**src/rtl/mips_pkg.sv**
```systemverilog
// Shared MIPS decode constants and HI/LO sequencer types.
// Imported by the HI/LO sequencer and by the instruction decoder.
package mips_pkg;

  localparam logic [5:0] FUNCT_MFHI  = 6'b010000;
  localparam logic [5:0] FUNCT_MFLO  = 6'b010010;
  localparam logic [5:0] FUNCT_MULT  = 6'b011000;
  localparam logic [5:0] FUNCT_MULTU = 6'b011001;
  localparam logic [5:0] FUNCT_DIV   = 6'b011010;
  localparam logic [5:0] FUNCT_DIVU  = 6'b011011;

  typedef enum logic [1:0] {
    IDLE   = 2'd0,
    CALC   = 2'd1,
    FINISH = 2'd2
  } hilo_state_t;

  typedef enum logic {
    OP_MULT = 1'b0,
    OP_DIV  = 1'b1
  } hilo_op_t;

endpackage

```
**src/rtl/hilo_sign_fix.sv**
```systemverilog
// Conditional two's-complement negation of a HI/LO pair, either as two
// independent words or as one double-width value (product correction).
module hilo_sign_fix #(
  parameter int WIDTH = 32
) (
  input  logic [WIDTH-1:0] hi_in,
  input  logic [WIDTH-1:0] lo_in,
  input  logic             joint,
  input  logic             neg_hi,
  input  logic             neg_lo,
  output logic [WIDTH-1:0] hi_out,
  output logic [WIDTH-1:0] lo_out
);

  logic [2*WIDTH-1:0] wide_neg;

  assign wide_neg = -{hi_in, lo_in};

  // In joint mode neg_lo alone selects negation of the full double word.
  always_comb begin
    hi_out = hi_in;
    lo_out = lo_in;
    if (joint) begin
      if (neg_lo) begin
        {hi_out, lo_out} = wide_neg;
      end
    end else begin
      if (neg_hi) hi_out = -hi_in;
      if (neg_lo) lo_out = -lo_in;
    end
  end

endmodule

```
**src/rtl/hilo_muldiv_sequencer.sv**
```systemverilog
// Iterative MULT/MULTU/DIV/DIVU unit owning the HI/LO registers; stalls
// decode when HI/LO are read or rewritten while an operation is in flight.
//
// state  | meaning
// IDLE   | waiting for a HI/LO write; latches operand magnitudes and signs
// CALC   | one shift-add or restoring-divide step per cycle, WIDTH steps
// FINISH | sign-correct the result and write HI/LO
module hilo_muldiv_sequencer
  import mips_pkg::*;
#(
  parameter int WIDTH   = 32,
  parameter int COUNT_W = 6
) (
  input  logic             clk,
  input  logic             reset_n,
  input  logic             start,
  input  logic [5:0]       funct,
  input  logic [WIDTH-1:0] operand_a,
  input  logic [WIDTH-1:0] operand_b,
  input  logic             using_HI_LO,
  output logic             busy,
  output logic             stall,
  output logic             done,
  output logic [WIDTH-1:0] HI,
  output logic [WIDTH-1:0] LO
);

  localparam logic [COUNT_W-1:0] LAST_STEP = COUNT_W'(WIDTH - 1);

  hilo_state_t          state_q, state_d;
  hilo_op_t             op_q;
  logic [COUNT_W-1:0]   count_q;
  logic [2*WIDTH-1:0]   acc_q;
  logic [WIDTH-1:0]     opnd_q;
  logic                 neg_hi_q, neg_lo_q;
  logic                 done_q;
  logic [WIDTH-1:0]     hi_q, lo_q;

  logic                 valid_funct, is_signed, is_div, accept;
  logic                 sign_a, sign_b;
  logic [WIDTH-1:0]     mag_a, mag_b;
  logic [WIDTH-1:0]     res_hi, res_lo;
  logic [WIDTH:0]       mul_sum;
  logic [WIDTH:0]       div_shl;
  logic [WIDTH+1:0]     div_trial;
  logic [2*WIDTH-1:0]   acc_step;

  assign valid_funct = (funct == FUNCT_MULT) || (funct == FUNCT_MULTU) ||
                       (funct == FUNCT_DIV)  || (funct == FUNCT_DIVU);
  assign is_signed   = (funct == FUNCT_MULT) || (funct == FUNCT_DIV);
  assign is_div      = (funct == FUNCT_DIV)  || (funct == FUNCT_DIVU);
  assign sign_a      = is_signed & operand_a[WIDTH-1];
  assign sign_b      = is_signed & operand_b[WIDTH-1];
  assign accept      = (state_q == IDLE) && start && valid_funct;

  hilo_sign_fix #(.WIDTH(WIDTH)) u_mag (
    .hi_in  (operand_a),
    .lo_in  (operand_b),
    .joint  (1'b0),
    .neg_hi (sign_a),
    .neg_lo (sign_b),
    .hi_out (mag_a),
    .lo_out (mag_b)
  );

  hilo_sign_fix #(.WIDTH(WIDTH)) u_result (
    .hi_in  (acc_q[2*WIDTH-1:WIDTH]),
    .lo_in  (acc_q[WIDTH-1:0]),
    .joint  (op_q == OP_MULT),
    .neg_hi (neg_hi_q),
    .neg_lo (neg_lo_q),
    .hi_out (res_hi),
    .lo_out (res_lo)
  );

  // Multiply keeps the multiplier in the low half; divide keeps the quotient
  // there and the partial remainder in the high half.
  always_comb begin
    mul_sum   = {1'b0, acc_q[2*WIDTH-1:WIDTH]} +
                (acc_q[0] ? {1'b0, opnd_q} : '0);
    div_shl   = {acc_q[2*WIDTH-1:WIDTH], acc_q[WIDTH-1]};
    div_trial = {1'b0, div_shl} - {2'b00, opnd_q};
    acc_step  = acc_q;
    if (op_q == OP_MULT) begin
      acc_step = {mul_sum, acc_q[WIDTH-1:1]};
    end else if (!div_trial[WIDTH+1]) begin
      acc_step = {div_trial[WIDTH-1:0], acc_q[WIDTH-2:0], 1'b1};
    end else begin
      acc_step = {div_shl[WIDTH-1:0], acc_q[WIDTH-2:0], 1'b0};
    end
  end

  always_comb begin
    state_d = state_q;
    case (state_q)
      IDLE:    if (accept) state_d = CALC;
      CALC:    if (count_q == LAST_STEP) state_d = FINISH;
      FINISH:  state_d = IDLE;
      default: state_d = IDLE;
    endcase
  end

  always_ff @(posedge clk or negedge reset_n) begin
    if (!reset_n) begin
      state_q <= IDLE;
    end else begin
      state_q <= state_d;
    end
  end

  always_ff @(posedge clk or negedge reset_n) begin
    if (!reset_n) begin
      op_q     <= OP_MULT;
      count_q  <= '0;
      acc_q    <= '0;
      opnd_q   <= '0;
      neg_hi_q <= 1'b0;
      neg_lo_q <= 1'b0;
      done_q   <= 1'b0;
      hi_q     <= '0;
      lo_q     <= '0;
    end else begin
      done_q <= 1'b0;
      case (state_q)
        IDLE: begin
          if (accept) begin
            op_q     <= is_div ? OP_DIV : OP_MULT;
            count_q  <= '0;
            acc_q    <= {{WIDTH{1'b0}}, (is_div ? mag_a : mag_b)};
            opnd_q   <= is_div ? mag_b : mag_a;
            neg_lo_q <= sign_a ^ sign_b;
            neg_hi_q <= is_div ? sign_a : (sign_a ^ sign_b);
          end
        end
        CALC: begin
          acc_q   <= acc_step;
          count_q <= count_q + 1'b1;
        end
        FINISH: begin
          hi_q   <= res_hi;
          lo_q   <= res_lo;
          done_q <= 1'b1;
        end
        default: ;
      endcase
    end
  end

  assign busy  = (state_q != IDLE);
  assign stall = busy & (start | using_HI_LO);
  assign done  = done_q;
  assign HI    = hi_q;
  assign LO    = lo_q;

endmodule

```
**config.mk**
```make
export PLATFORM = sky130hd
export DESIGN_NAME = hilo_muldiv_sequencer
export DESIGN_NICKNAME = d
export VERILOG_FILES = /design/src/rtl/mips_pkg.sv /design/src/rtl/hilo_sign_fix.sv /design/src/rtl/hilo_muldiv_sequencer.sv
export SDC_FILE = /design/constraint.sdc
export NUM_CORES = 1
export LEC_CHECK = 0
export ABC_CLOCK_PERIOD_IN_PS = 6040
export BUFFER_PORTS_ARGS = -buffer_cell sky130_fd_sc_hd__buf_4
export CAP_MARGIN = 20
export CORE_ASPECT_RATIO = 1.2
export CORE_MARGIN = 3
export CORE_UTILIZATION = 40
export DETAILED_ROUTE_END_ITERATION = 8
export HOLD_SLACK_MARGIN = 0.12
export PLACE_DENSITY_LB_ADDON = 0.25
export SLEW_MARGIN = 10
export SYNTH_ARGS = -nofsm -noshare
export SYNTH_HDL_FRONTEND = slang
export SYNTH_SLANG_ARGS = --single-unit
```
**constraint.sdc**
```tcl
create_clock -name clk -period 6.04 [get_ports clk]
set_input_delay 1.208 -clock clk [delete_from_list [all_inputs] [get_ports clk]]
set_output_delay 1.208 -clock clk [all_outputs]
set_load 0.01 [all_outputs]
```
==> results of run 1 <==
## sequential cells by signal, summed over array words and instances (netlist names), 2 cells and up
name / count
acc_q: 64
HI: 32
LO: 32
opnd_q: 32
count_q: 6
state_q: 2
## final cells by class
class,count,share of cell area
clock buffer,18,0.02602
clock inverter,14,0.01069
inverter,69,0.01570
multi-input combinational,1476,0.5774
sequential,172,0.2610
tap,462,0.03504
timing repair buffer,159,0.07410
## worst register-to-register path: stages (launching register included)
cell and delay [ns]:
dfrtp_1 0.36, buf_4 0.19, ha_1 0.41, a21oi_1 0.20, o21bai_1 0.12, a221oi_1 0.43
o21bai_1 0.12, a211o_1 0.36, nor2_4 0.73, buf_4 0.35, a211oi_1 0.07, a21oi_1 0.12
o221ai_1 0.11
## Yosys cell counts, drive strengths merged, types with 6 or more instances
library cell	instances	area, um2
dfrtp	172	4304
ha	69	863.3
o31ai	17	141.4
nor3	37	222.7
xnor2	89	779.5
nand2	201	757.0
a41oi	6	52.55
nand4	14	93.84
o41ai	15	153.9
clkbuf	87	327.8
mux2i	44	440.4
xor2	84	735.7
a21oi	156	780.8
or2	7	43.79
o21ai	207	1036
or4	13	120.1
nand3	28	145.1
nor2	175	656.9
nor2b	11	68.82
and2	12	75.07
a21o	25	188.9
o21bai	12	90.09
or3	10	77.57
nand2b	15	93.84
a211oi	39	315.3
nor4	16	136.4
a22oi	24	180.2
and3	13	86.33
buf	27	123.9
o211ai	42	315.3
nand3b	6	45.04
inv	68	255.2
a31oi	17	106.4
## cell families (layout without fill, tap and decap cells)
family	Yosys count	in the layout	share of synthesized area
and+or+nand+nor	572	572	0.1903
buffers and inverters	183	260	0.04899
xor gates and xnor gates	173	173	0.1045
muxes	45	45	0.03114
DFF	172	172	0.2967
AOI/OAI and AO/OA	615	615	0.2662
adders and majority gates	71	71	0.06227
## cells in the final DEF, fill, tap and decap left out, drive strengths merged, types with 7 or more instances in the layout
cell type	n
o21ai	207
nand2	201
nor2	175
dfrtp	172
buf	159
a21oi	156
xnor2	89
xor2	84
inv	76
ha	69
mux2i	44
o211ai	42
a211oi	39
nor3	37
nand3	28
a21o	25
a22oi	24
clkbuf	18
a31oi	17
o31ai	17
nor4	16
nand2b	15
o41ai	15
nand4	14
and3	13
or4	13
and2	12
o21bai	12
nor2b	11
or3	10
or2	7
## routing by layer
layer  wire length [um]  track usage
met5                  0            0
met4               2940       0.1344
met3               2526      0.03003
met2              22680       0.4078
met1              20780       0.3205
## final timing paths
path,startpoint,end,slack (ns),depth (start not counted)
max in group asynchronous,reset_n,op_q,4.27,2
hold reg to reg,LO[19],LO[19],0.48,2
setup reg to reg,acc_q[57],acc_q[37],2.31,12
min in group asynchronous,reset_n,acc_q[11],0.76,1
setup / recovery,acc_q[57],acc_q[37],2.31,12
hold / removal,LO[19],LO[19],0.48,2
## power by group through the flow
stage	Combinational [mW]	Sequential, mW	Clock (mW)
finish	3.83	1.97	1.16
global placement	3.76	1.97	0
CTS	3.79	1.96	1.19
detailed placement	3.77	1.98	0
global route	4.25	2.00	1.23
floorplan	2.96	1.67	0
## through the flow
stage	setup WS, ns	hold slack, ns	util	cell area [um2]
2_1_floorplan	2.720	0.4498	-	14510
3_3_place_gp	1.979	0.4634	0.4486	15870
3_5_place_dp	1.896	0.4721	0.4486	15870
4_1_cts	2.329	0.4879	0.4657	16480
5_1_grt	2.040	0.5105	0.4663	16500
6_report	2.312	0.4820	0.4663	16500
==> impl_metrics.env, run 1 <==
export IMPL_outcome="finished, final reports clean"
export IMPL_cellInternalPower_mw=3.567
export IMPL_synth_seq_cells=172
export IMPL_drcViolationCount=0
export IMPL_cp_start_kind="flop"
export IMPL_dr_pass1_iters=5
export IMPL_end_kind="flop"
export IMPL_fin_cells=2370
export IMPL_drive_gt1_frac=0.1274
export IMPL_synthDistinctLibCells=91
export IMPL_final_nets=2040
export IMPL_cp_top_family="compound AO/OA/AOI/OAI gates"
export IMPL_clkPwrFrac=0.167
export IMPL_synth_edf_count=0
export IMPL_cts_sinks=172
export IMPL_syn_inst=1831
export IMPL_path_cells="buf_4 > ha_1 > a21oi_1 > o21bai_1 > a221oi_1 > o21bai_1 > a211o_1 > nor2_4 > buf_4 > a211oi_1 > a21oi_1 > o221ai_1"
export IMPL_clock_path_buffers=2
export IMPL_finalCriticalPeriod_ns=3.728
export IMPL_core_area_um2=35380
export IMPL_io_buffer_count=140
export IMPL_path_clk_slew_ns=0.07
export IMPL_grt_pass1_wl_um=77200
export IMPL_worst_pin_slew_ns=0.9918
export IMPL_die_area_um2=38600
export IMPL_via_count=13906
export IMPL_slew_limit_headroom=0.3388
export IMPL_cts_tree="built"
export IMPL_cts_root_buf="clkbuf_16"
export IMPL_synth_main_ff_cell="dfrtp_1"
export IMPL_p_per_area_nw_per_um2=422.0
export IMPL_power_mw=6.962
export IMPL_fp_dieH_um=214.6
export IMPL_yosys_warnings=0
export IMPL_fill_cells=3515
export IMPL_grt_start_max_net_pins=130
export IMPL_grt_pass1_vias=13577
export IMPL_diodes=0
export IMPL_p_comb_frac=0.550
export IMPL_fp_dieW_um=179.8
export IMPL_path_buf_inv=2
export IMPL_path_class="reg -> reg"
export IMPL_pin_count=141
export IMPL_worst_path_largest_cell_delay_ns=0.73
export IMPL_setup_violations=0
export IMPL_swShare=0.4876
export IMPL_cts_buffers=17
export IMPL_max_vdd_ir_drop_mv=0.2293
export IMPL_hold_viol=0
export IMPL_p_leak_nw=7.163
export IMPL_multiInputGateArea_um2=9525
export IMPL_gr_total_overflow=0
export IMPL_seqCellArea_um2=4305
export IMPL_vias_per_cell=5.868
export IMPL_arrival_ns=4.02
export IMPL_worstHoldPathType="reg -> reg"
export IMPL_drt_iter0_markers=1040
export IMPL_wire_per_inst_um=20.65
export IMPL_p_sw_mw=3.395
export IMPL_async_flop_share=1.000
export IMPL_ys_seq_area_frac=0.2967
export IMPL_cap_violations=0
export IMPL_core_rowCount=75
export IMPL_hold_buffers=0
export IMPL_finClkSkew_ns=0.01235
export IMPL_areaGrowthSynthToFinish_pct=13.71
export IMPL_dpl_cell_count=2337
export IMPL_antenna_left=0
export IMPL_avgSynthCellArea_um2=7.923
export IMPL_pwr_share_seq=0.283
export IMPL_tns_ns=0
export IMPL_fin_crit_sh=0.6173
export IMPL_cp_max_fo=41
export IMPL_finalMaxSlewViolations=0
export IMPL_fmax_mhz=268.2
export IMPL_crit_required_ns=6.33
export IMPL_initial_core_util=0.4100
export IMPL_routed_wl_um=48930
export IMPL_clkLatencyLatePin_ns=0.45
export IMPL_gp_congestion=0.9350
export IMPL_rsz0062_at_grt="no"
export IMPL_post_cts_buffers=0
export IMPL_antenna_found_initial=0
export IMPL_synth_area_um2=14510
export IMPL_htreeDepth=4
export IMPL_cts_resized_gates=0
export IMPL_critPathSlowestCell="nor2_4"
export IMPL_grt_util_all_layers=0.2488
export IMPL_dp_hpwl_um=37760
export IMPL_synthesis_nets=1976
No activity file was read; power rests on OpenSTA's default activity.
==> inputs of run 2 (changes only) <==
--- a/config.mk
+++ b/config.mk
@@ -5,7 +5,7 @@
 export SDC_FILE = /design/constraint.sdc
 export NUM_CORES = 1
 export LEC_CHECK = 0
-export ABC_CLOCK_PERIOD_IN_PS = 6040
+export ABC_CLOCK_PERIOD_IN_PS = 3150
 export BUFFER_PORTS_ARGS = -buffer_cell sky130_fd_sc_hd__buf_4
 export CAP_MARGIN = 20
 export CORE_ASPECT_RATIO = 1.2
==> constraint.sdc (replaced) <==
create_clock -name clk -period 3.15 [get_ports clk]
set_input_delay 0.63 -clock clk [delete_from_list [all_inputs] [get_ports clk]]
set_output_delay 0.63 -clock clk [all_outputs]
set_load 0.01 [all_outputs]
==> impl_metrics.env, run 2 (synthesis results as in run 1) <==
export IMPL_outcome="finished, final reports clean"
export IMPL_finalMaxSlewViolations=0
export IMPL_cp_max_fo=17
export IMPL_worst_path_largest_cell_delay_ns=0.43
export IMPL_rsz0062_at_grt="yes"
export IMPL_fp_dieH_um=214.6
export IMPL_antenna_found_initial=0
export IMPL_busiest_layer="met2"
export IMPL_diodes=0
export IMPL_grt_pass1_wl_um=79930
export IMPL_clock_path_buffers=2
export IMPL_wire_per_inst_um=20.45
export IMPL_finClkSkew_ns=0.01107
export IMPL_grt_util_met2=0.4344
export IMPL_fin_util=0.5150
export IMPL_htreeDepth=4
export IMPL_grt_pass1_vias=14490
export IMPL_dr_pass1_iters=5
export IMPL_arrival_ns=3.46
export IMPL_finalCriticalPeriod_ns=3.094
export IMPL_max_vdd_ir_drop_mv=0.4270
export IMPL_grt_start_max_net_pins=72
export IMPL_worst_pin_slew_ns=0.9243
export IMPL_final_common_cell="buf_4"
export IMPL_hold_buffers=0
export IMPL_via_count=14686
export IMPL_path_class="reg -> reg"
export IMPL_p_leak_nw=8.142
export IMPL_met3_usage=0.03478
export IMPL_die_area_um2=38600
export IMPL_io_buffer_count=140
export IMPL_path_clk_slew_ns=0.07
export IMPL_layout_common_cells="315 x buf_4, 200 x nand2_1, 181 x o21ai_0"
export IMPL_slew_limit_headroom=0.3791
export IMPL_drcViolationCount=0
export IMPL_worstHoldPathType="in -> async"
export IMPL_top_register="acc_q"
export IMPL_vias_per_cell=5.777
export IMPL_p_per_area_nw_per_um2=838.4
export IMPL_initial_core_util=0.4100
export IMPL_largest_reg_flops=64
export IMPL_routed_wl_um=51980
export IMPL_crit_required_ns=3.52
export IMPL_r2r_start="acc_q[57]"
export IMPL_power_mw=15.28
export IMPL_drt_iter0_markers=1032
export IMPL_cap_violations=0
export IMPL_areaGrowthSynthToFinish_pct=25.59
export IMPL_cts_sinks=172
export IMPL_end_kind="flop"
export IMPL_core_area_um2=35380
export IMPL_hold_viol=0
export IMPL_cts_tree="built"
export IMPL_antenna_left=0
export IMPL_gp_congestion=0.9735
export IMPL_clkLatencyLatePin_ns=0.46
export IMPL_cp_start_kind="flop"
export IMPL_setup_violations=0
export IMPL_dp_hpwl_um=40580
export IMPL_grt_util_all_layers=0.2595
export IMPL_fmax_mhz=323.2
export IMPL_critPathSlowestCell="dfrtp_1"
export IMPL_cp_startpoint="acc_q[57]"
export IMPL_gr_usage_met1=0.3206
export IMPL_cts_buffers=17
export IMPL_gr_total_overflow=0
export IMPL_final_nets=2212
export IMPL_core_rowCount=75
export IMPL_pin_count=141
export IMPL_fp_dieW_um=179.8
export IMPL_path_cells="ha_2 > nand2_1 > or3_1 > buf_4 > nor4b_1 > a41oi_1 > o31ai_2 > nor2_4 > bufbuf_16 > o311a_1 > a211oi_1"
export IMPL_drive_gt1_frac=0.2202
export IMPL_cts_root_buf="clkbuf_16"
export IMPL_fin_crit_sh=0.9824
run 2: metrics by stage:
step | hold WS [ns] | TNS [ns] | instances | cell area (um2) | setup slack [ns]
after global placement | 0.4639 | -0.4931 | 2498 | 17190 | -0.09472
after CTS | 0.2138 | -0.05620 | 2532 | 17870 | -0.04377
after global routing | 0.2266 | -0.1264 | 2542 | 18220 | -0.05905
final | 0.1710 | 0 | 2542 | 18220 | 0.05553
after detailed placement | 0.4714 | -1.003 | 2498 | 17190 | -0.1649
after floorplan | 0.3344 | 0 | 1831 | 14510 | 0.07905
run 2: final cells by class:
| type | count | area, um2 |
|---|---|---|
| fill | 3432 | 17160 |
| multi-input combinational | 1476 | 9819 |
| sequential | 172 | 4305 |
| timing repair buffer | 331 | 2658 |
| tap | 462 | 578.1 |
| clock buffer | 22 | 484.2 |
| inverter | 69 | 259.0 |
| clock inverter | 10 | 115.1 |
run 2: what timing repair did:
action                     CTS  global route
resized for setup           10            56
setup endpoints to repair   11            27
cloned                       1             0
setup buffers                1            10
pin swaps                    4            25
run 2: final timing paths:
path / cells past startpoint / slack, ns / endpoint
min reg2reg: 2 / 0.48 / HI[2]
min: 1 / 0.17 / count_q[1]
max: 11 / 0.06 / acc_q[61]
max in group asynchronous: 2 / 2.20 / acc_q[6]
min in group clk: 2 / 0.48 / HI[2]
max reg2reg: 11 / 0.06 / acc_q[61]
run 2: per-layer routing:
layer  part of all wire  wire [um]  up-vias
met3              0.051       2662      122
met1               0.41      21450     6964
met2               0.48      24720      537
met4              0.061       3158        0
li1                   -          -     7063
met5                  0          0        -
run 2: worst max-delay path: cells and delay by family (launching register included):
| kind | cells | cell delay, ns |
|---|---|---|
| adders and majority gates | 1 | 0.41 |
| DFF | 1 | 0.43 |
| buffers and inverters | 2 | 0.47 |
| AOI/OAI and AO/OA | 4 | 0.78 |
| and+or+nand+nor | 4 | 0.90 |
run 2: where the power goes:
| part | internal (mW) | switching [mW] | leakage, nW | total, mW |
|---|---|---|---|---|
| registers | 2.67 | 0.607 | 2.03 | 3.28 |
| clock network | 1.20 | 0.991 | 0.294 | 2.19 |
| logic | 4.32 | 5.49 | 5.82 | 9.81 |
